### config.mk
export PLATFORM = sky130hd
export DESIGN_NAME = rp_bus_arb
export DESIGN_NICKNAME = d
export VERILOG_FILES = /design/src/rtl/rp_bus_arb.sv
export SDC_FILE = /design/constraint.sdc
export NUM_CORES = 1
export LEC_CHECK = 0
export ABC_CLOCK_PERIOD_IN_PS = 3100
export BUFFER_PORTS_ARGS = -buffer_cell sky130_fd_sc_hd__buf_2
export CORE_AREA = 2 2 107 109
export DETAILED_ROUTE_END_ITERATION = 12
export DIE_AREA = 0 0 109 111
export RECOVER_POWER = 25
export SYNTH_ARGS = -nofsm -noshare
export SYNTH_HDL_FRONTEND = slang
export SYNTH_SLANG_ARGS = --single-unit
export TNS_END_PERCENT = 50
### constraint.sdc
create_clock -name clk -period 3.1 [get_ports clk]
set_input_delay 0.155 -clock clk [delete_from_list [all_inputs] [get_ports clk]]
set_output_delay 0.155 -clock clk [all_outputs]
set_load 0.02 [all_outputs]
### src/rtl/rp_bus_arb.sv
// rp_bus_arb
// Shares one memory port between the instruction-fetch (program) bus and the
// load/store (data) bus. All three ports use the same req/ack handshake:
// a transfer completes in the cycle where req and ack are both high, and
// read data is valid in that ack cycle.
//
// Data normally wins over fetch. A starvation counter lets a waiting fetch
// through after MAXW consecutive data grants. Once a transfer is not
// acknowledged in its first cycle, the grant is locked to that requester
// until its ack arrives.
//
// Ports:
//   clk, rst                 clock, asynchronous active-high reset
//   prg_req/adr, prg_rdt/ack fetch bus (read only)
//   dat_req/wen/adr/sel/wdt  data bus request side
//   dat_rdt/ack              data bus response side
//   mem_req/wen/adr/sel/wdt  unified memory request side
//   mem_rdt/ack              unified memory response side
//   gnt                      current owner, one-hot: [0]=prg, [1]=dat
module rp_bus_arb #(
    parameter int AW   = 32,
    parameter int DW   = 32,
    parameter int SW   = DW / 8,
    parameter int MAXW = 4,
    parameter int CW   = $clog2(MAXW + 1)
) (
    input  logic          clk,
    input  logic          rst,
    input  logic          prg_req,
    input  logic [AW-1:0] prg_adr,
    output logic [DW-1:0] prg_rdt,
    output logic          prg_ack,
    input  logic          dat_req,
    input  logic          dat_wen,
    input  logic [AW-1:0] dat_adr,
    input  logic [SW-1:0] dat_sel,
    input  logic [DW-1:0] dat_wdt,
    output logic [DW-1:0] dat_rdt,
    output logic          dat_ack,
    output logic          mem_req,
    output logic          mem_wen,
    output logic [AW-1:0] mem_adr,
    output logic [SW-1:0] mem_sel,
    output logic [DW-1:0] mem_wdt,
    input  logic [DW-1:0] mem_rdt,
    input  logic          mem_ack,
    output logic [1:0]    gnt
);

    // With MAXW=0 the derived width collapses to zero; keep at least one bit.
    localparam int              CNT_W   = (CW > 0) ? CW : 1;
    localparam logic [CNT_W-1:0] CNT_MAX = CNT_W'(MAXW);

    localparam logic [1:0] ST_IDLE = 2'd0;
    localparam logic [1:0] ST_PRG  = 2'd1;
    localparam logic [1:0] ST_DAT  = 2'd2;

    logic [1:0]       state;
    logic [CNT_W-1:0] cnt;
    logic             own_prg;
    logic             own_dat;
    logic             xfer;

    // Owner selection. In IDLE the winner is decided combinationally so the
    // memory sees the request in the same cycle; in a locked state the owner
    // is fixed regardless of the other requester. Reset forces no owner.
    always_comb begin
        own_prg = 1'b0;
        own_dat = 1'b0;
        if (!rst) begin
            case (state)
                ST_IDLE: begin
                    if (dat_req && (!prg_req || (cnt < CNT_MAX)))
                        own_dat = 1'b1;
                    else if (prg_req)
                        own_prg = 1'b1;
                end
                ST_PRG:  own_prg = 1'b1;
                ST_DAT:  own_dat = 1'b1;
                default: ;
            endcase
        end
    end

    // mem_req follows the owner's own req, so an owner dropping req while
    // locked produces no memory request and cannot be acknowledged.
    always_comb begin
        mem_req = 1'b0;
        mem_wen = 1'b0;
        mem_adr = '0;
        mem_sel = '0;
        mem_wdt = '0;
        if (own_prg) begin
            mem_req = prg_req;
            mem_adr = prg_adr;
            mem_sel = '1;
        end else if (own_dat) begin
            mem_req = dat_req;
            mem_wen = dat_wen;
            mem_adr = dat_adr;
            mem_sel = dat_sel;
            mem_wdt = dat_wdt;
        end
    end

    // A memory ack only counts while a request is actually presented.
    assign xfer    = mem_req & mem_ack;
    assign prg_ack = own_prg & xfer;
    assign dat_ack = own_dat & xfer;
    assign prg_rdt = mem_rdt;
    assign dat_rdt = mem_rdt;
    assign gnt     = {own_dat, own_prg};

    // Lock onto the winner only when its transfer did not finish in the
    // first cycle; release on ack or when the owner withdraws its request.
    always_ff @(posedge clk or posedge rst) begin
        if (rst) begin
            state <= ST_IDLE;
        end else begin
            case (state)
                ST_IDLE: begin
                    if (mem_req && !mem_ack)
                        state <= own_dat ? ST_DAT : ST_PRG;
                end
                ST_PRG, ST_DAT: begin
                    if (!mem_req || mem_ack)
                        state <= ST_IDLE;
                end
                default: state <= ST_IDLE;
            endcase
        end
    end

    // Count data transfers completed while a fetch is waiting; any other
    // completed transfer means the fetch side is not starving.
    always_ff @(posedge clk or posedge rst) begin
        if (rst) begin
            cnt <= '0;
        end else if (xfer) begin
            if (own_dat && prg_req)
                cnt <= (cnt == CNT_MAX) ? cnt : cnt + CNT_W'(1);
            else
                cnt <= '0;
        end
    end

endmodule

# Word-level counts from Yosys, hierarchy flattened
# Index checks and enable logic that the tools add are counted.
[totals] output_inout_bits=138 in_bits=138 ff_bits=5 elab_cells=48
[classes] n_mux=23 n_eq_ne=6 order_cmp=1 n_addsub=1 bitwise=3 n_reduce_logical=12
[ops] cell="two-way mux 32 bit" n=4
[ops] cell="two-way mux 1 bit" n=9
[ops] cell="two-way mux 4 bit" n=2
[ops] cell="two-way mux 2 bit" n=3
[ops] cell="two-way mux 3 bit" n=2
[ops] cell="!= test 2 bit (second input constant)" n=3
[ops] cell="one-hot mux 1 bit (2 select lines)" n=2
[ops] cell="one-hot mux 2 bit (2 select lines)" n=1
[ops] cell="AND reduction 2 bit" n=2
[ops] cell="adder 3 x 1 -> 3 bit (second input constant)" n=1
[ops] cell="bitwise AND 1 bit" n=3
[ops] cell="equality test 3 bit (second input constant)" n=1
[ops] cell="logical AND 1 bit" n=3
[ops] cell="logical NOT 1 bit" n=3
[ops] cell="less-than comparator 3 bit (second input constant)" n=1
[ops] cell="equality test 2 x 1 -> 1 bit (second input constant)" n=1
[ops] cell="equality test 2 bit (second input constant)" n=1
[ops] cell="logical NOT 2 bit" n=1
[ops] cell="logical OR 1 bit" n=2
[ops] cell="OR reduction 2 bit" n=1

# Depth between registers and ports, before layout
[depth] word_depth=12 ltp_mapped=8 ltp_nobuf=7

# Worst setup path before layout
# OpenSTA, ideal clock, no wires.
[synth_timing] path_type="reg2out" start="register state[0]" end="output dat_ack" t_arrival_ns=2.001 path_stages_with_launch=8 required_ns=2.945 slack_ns=0.944 n_path_buf=0 cell_sequence="dfrtp_1 -> inv_1 -> ha_1 -> a31oi_4 -> nor2_4 -> a32o_2 -> nand2_1 -> nor3_1"
[synth_via] elab_chain_cells=7 word_cells_on_any_way=11 classes_between="2 x eq/ne; 6 x mux; 2 x bitwise; 1 x reduce/logical"
[synth_rtl] element="start: declaration" line_no="58" rtl="logic [1:0] state;"
[synth_rtl] element="start signal: assignment" line_no="123" rtl="state <= own_dat ? ST_DAT : ST_PRG;"
[synth_rtl] element="equality test 2 bit or logical NOT 2 bit (tied branches)" line_no="71" rtl="case (state)"
[synth_rtl] element="one-hot mux 1 bit (2 select lines)" line_no="71"
[synth_rtl] element="two-way mux 1 bit" line_no="70" rtl="if (!rst) begin"
[synth_rtl] element="two-way mux 1 bit" line_no="97" rtl="end else if (own_dat) begin"
[synth_rtl] element="two-way mux 1 bit *" line_no="93" rtl="if (own_prg) begin"
[synth_rtl] element="named net mem_req" line_no="40" rtl="output logic mem_req,"
[synth_rtl] element="bitwise AND 1 bit *" line_no="107" rtl="assign xfer = mem_req & mem_ack;"
[synth_rtl] element="bitwise AND 1 bit *" line_no="109" rtl="assign dat_ack = own_dat & xfer;"
[synth_rtl] element="end: declaration" line_no="39" rtl="output logic dat_ack,"
# The timed path passes the listed nets; every way through them passes the cells marked *.

# Worst setup path after layout
[layout_timing] start="register state[0]" end="output mem_adr[15]"
[layout_via] elab_chain_cells=5 word_cells_on_any_way=9 classes_between="2 x eq/ne; 6 x mux; 1 x reduce/logical"
[layout_rtl] element="equality test 2 bit or logical NOT 2 bit (tied branches)" line_no="71"
[layout_rtl] element="one-hot mux 1 bit (2 select lines)" line_no="71"
[layout_rtl] element="two-way mux 1 bit" line_no="70"
[layout_rtl] element="two-way mux 32 bit" line_no="97"
[layout_rtl] element="two-way mux 32 bit *" line_no="93"
[layout_rtl] element="end: declaration" line_no="42" rtl="output logic [AW-1:0] mem_adr,"
# Every way passes the cells marked *; elsewhere a longest branch is shown, timed or not.

==> results.py <==
metrics = {
    "die": {
        "start_util_pct": 14.38,
        "ios": 276,
        "die_h_um": 111,
        "fp-row-count": 39,
        "chipWidth_um": 109,
        "core_um2": 11080,
        "die_area_um2": 12100,
    },
    "drt": {
        "drc": 0,
        "vias": 1845,
        "ant_nets": 0,
        "drt_first_iter_violations": 35,
        "routedWlPerCell_um": 12.02,
        "viasPerCell": 4.073,
        "wl_um": 5443,
        "dr.pass1.iters": 4,
    },
    "logic_synthesis": {
        "synth_top_area_share_pct": 31.58,
        "syn_avg_cell_area_um2": 7.770,
        "yosysWarningCount": 0,
        "ys_seq_area_share_pct": 7.855,
        "synth.distinct_cells": 30,
        "synth_top_area_cell": "buf_4",
        "syn_inst": 205,
        "syn-cell-area_um2": 1593,
        "synth_fp_nets": 348,
        "ys_ff_latch": 5,
        "synth_area_leaders": "buf_4, a22o_1, and3_1",
    },
    "worst_setup_path": {
        "criticalPathCategory": "flop to output pin",
        "crit_required_ns": 2.94,
        "crit_path_start_kind": "flop",
        "crit_path_end_kind": "output pin",
        "reg2reg_setup_slack_ns": 1.22,
        "path_max_fanout": 32,
        "crit_end": "mem_adr[15]",
        "crit_arrival_ns": 2.23,
        "rr_worst_depth": 7,
        "reg2reg_from": "state[0]$_DFFE_PP0P_",
        "timing.rr.end": "cnt[0]$_DFFE_PP0P_",
        "critPathLaunch": "state[0]$_DFFE_PP0P_",
    },
    "clocking": {
        "cts.repair.resized": 0,
        "cts_root_buf": "clkbuf_16",
        "cts_buffers": 3,
        "path_clk_slew_ns": 0.03,
        "cts_htree_levels": 1,
        "clock-sinks": 5,
        "clock_latency_ns": 0.23,
        "cts_setup_buffers": 0,
        "cts_tree": "done",
        "clockBufferDepth": 2,
    },
    "finish": {
        "area_growth_pct": 36.53,
        "antennaDiodeCount": 0,
        "finalNetCount": 454,
        "drive_above_1_share_pct": 62.26,
        "design_area_um2": 2175,
    },
    "placed_design": {
        "post_dp_cell_area_um2": 2086,
        "gp_congestion": 0.7527,
        "portBuffers": 179,
        "dp_hpwl_um": 4434,
    },
    "pwr": {
        "swShare_pct": 50.88,
        "p_per_area_nw_per_um2": 572.8,
        "p_sw_w": 0.0006338,
        "ir_drop_mv": 0.4663,
        "combinationalPowerShare_pct": 75.5,
        "power.internal_w": 0.0006118,
        "p_leak_nw": 1.381,
        "sequentialPowerShare_pct": 7.5,
        "p_clk_share_pct": 17.0,
    },
    "hold_path": {
        "hold_class": "input pin to flop",
    },
    "grt": {
        "grt_overflow": 0,
        "grt_max_degree": 39,
        "grt_pass1_vias": 1683,
        "antenna_found_initial": 0,
        "grt.total_usage_pct": 7.941,
        "grt_pass1_wl_um": 7893,
    },
    "sta": {
        "finalHoldViolCount": 0,
        "timing.hold.ws_ns": 0.2675,
        "skew_ns": 0.0007574,
        "max_freq_ghz": 0.4197,
        "worst_slew_pin_slew_ns": 0.3705,
        "finalSetupViolations": 0,
        "rsz0062_at_grt": "no",
        "setup-tns-final_ns": 0,
        "post-route-period-util_pct": 76.86,
        "drv_slew": 0,
        "period_needed_ns": 2.383,
        "max_slew_margin_pct": 75.30,
    },
    "flow_run": {
        "drv_cap": 0,
    },
    "status": {
        "status": "finished, final reports clean",
    },
}
## what timing repair did
action | in CTS | in global routing
setup endpoints to repair | 0 | 0
hold endpoints to repair | 5 | 0
hold buffers | 1 | 0
## stage by stage
| stage | utilization (%) | power [W] | setup WS [ns] | std cells |
|---|---|---|---|---|
| after floorplan | - | 0.0008980 | 0.9436 | 205 |
| after global placement | 18.83 | 0.001020 | 1.042 | 448 |
| after detailed placement | 18.83 | 0.001038 | 0.9637 | 448 |
| after CTS | 19.63 | 0.001258 | 0.7090 | 453 |
| after global routing | 19.63 | 0.001345 | 0.5072 | 453 |
| final | 19.63 | 0.001246 | 0.7175 | 453 |
## Yosys cell counts
master / number
a21o_1: 4
a22o_1: 32
a31oi_1: 2
a31oi_4: 2
a32o_2: 1
and2_1: 1
and3_1: 33
buf_2: 3
buf_4: 67
buf_6: 6
clkbuf_1: 7
dfrtp_1: 5
ha_1: 5
inv_1: 5
nand2_1: 7
nand2_2: 1
nand2b_1: 2
nand3_1: 2
nand4_1: 3
nor2_1: 2
nor2_2: 1
nor2_4: 1
nor2b_1: 1
nor2b_4: 1
nor3_1: 3
nor4_1: 1
o211ai_1: 1
o21ai_0: 2
o21ai_1: 2
o2bb2ai_1: 2
## final cells by class
class | count | area [um^2]
multi-input combinational | 112 | 837.1
tap | 143 | 178.9
inverter | 5 | 18.77
fill | 1235 | 8902
timing repair buffer | 184 | 935.9
clock buffer | 4 | 78.83
sequential | 5 | 125.1
## layout by cell type, fill, tap and decap left out, types with 3 or more instances in the layout
cell type and count:
buf_2 179, and3_1 33, a22o_1 32, nand2_1 7, inv_1 5, ha_1 5
dfrtp_1 5, a21o_1 4, buf_4 4, nand4_1 3, nor3_1 3, clkbuf_16 3
## power by group through the flow
stage          logic (W)  registers [W]  clock network (W)
2_1_floorplan   0.000806      0.0000916                  0
3_3_place_gp    0.000926      0.0000935                  0
3_5_place_dp    0.000944      0.0000937                  0
4_1_cts         0.000950      0.0000935           0.000214
5_1_grt          0.00103      0.0000976           0.000221
6_report        0.000941      0.0000936           0.000211
## routing by layer
layer / up-vias / GRT usage [%] / wire (um)
li1: 881 / - / -
met1: 839 / 7.604 / 1849
met2: 108 / 15.16 / 2907
met3: 17 / 2.587 / 583
met4: 0 / 3.162 / 102
met5: - / 0 / 0
## flip-flops by register name, indices dropped and copies added, names as in the netlist
name and count:
cnt 3, state 2
## logic make-up after synthesis
group,share of synthesized area (%)
adder cells (fa/ha/maj),3.928
buffers and inverters,39.59
AO/OA/AOI/OAI,26.47
flip-flops,7.855
AND/OR/NAND/NOR,22.15
## critical path, stage by stage (launching register included)
cell,delay [ns]
dfrtp_1,0.40
inv_1,0.10
ha_1,0.35
a31oi_4,0.16
nor2_4,0.18
and2_1,0.15
buf_4,0.29
a22o_1,0.19
buf_2,0.16
## how the worst min path moves through the flow
stage | startpoint | to | slack (ns) | cells past startpoint
after floorplan | rst | cnt[0]$_DFFE_PP0P_ | -0.07 | 1
after global placement | rst | cnt[2]$_DFFE_PP0P_ | 0.13 | 2
after detailed placement | rst | state[0]$_DFFE_PP0P_ | 0.13 | 2
after CTS | mem_ack | cnt[2]$_DFFE_PP0P_ | 0.27 | 2
after global routing | mem_rdt[0] | prg_rdt[0] | 0.31 | 0
final | mem_ack | cnt[2]$_DFFE_PP0P_ | 0.27 | 2
(Power assumes the default switching activity.)
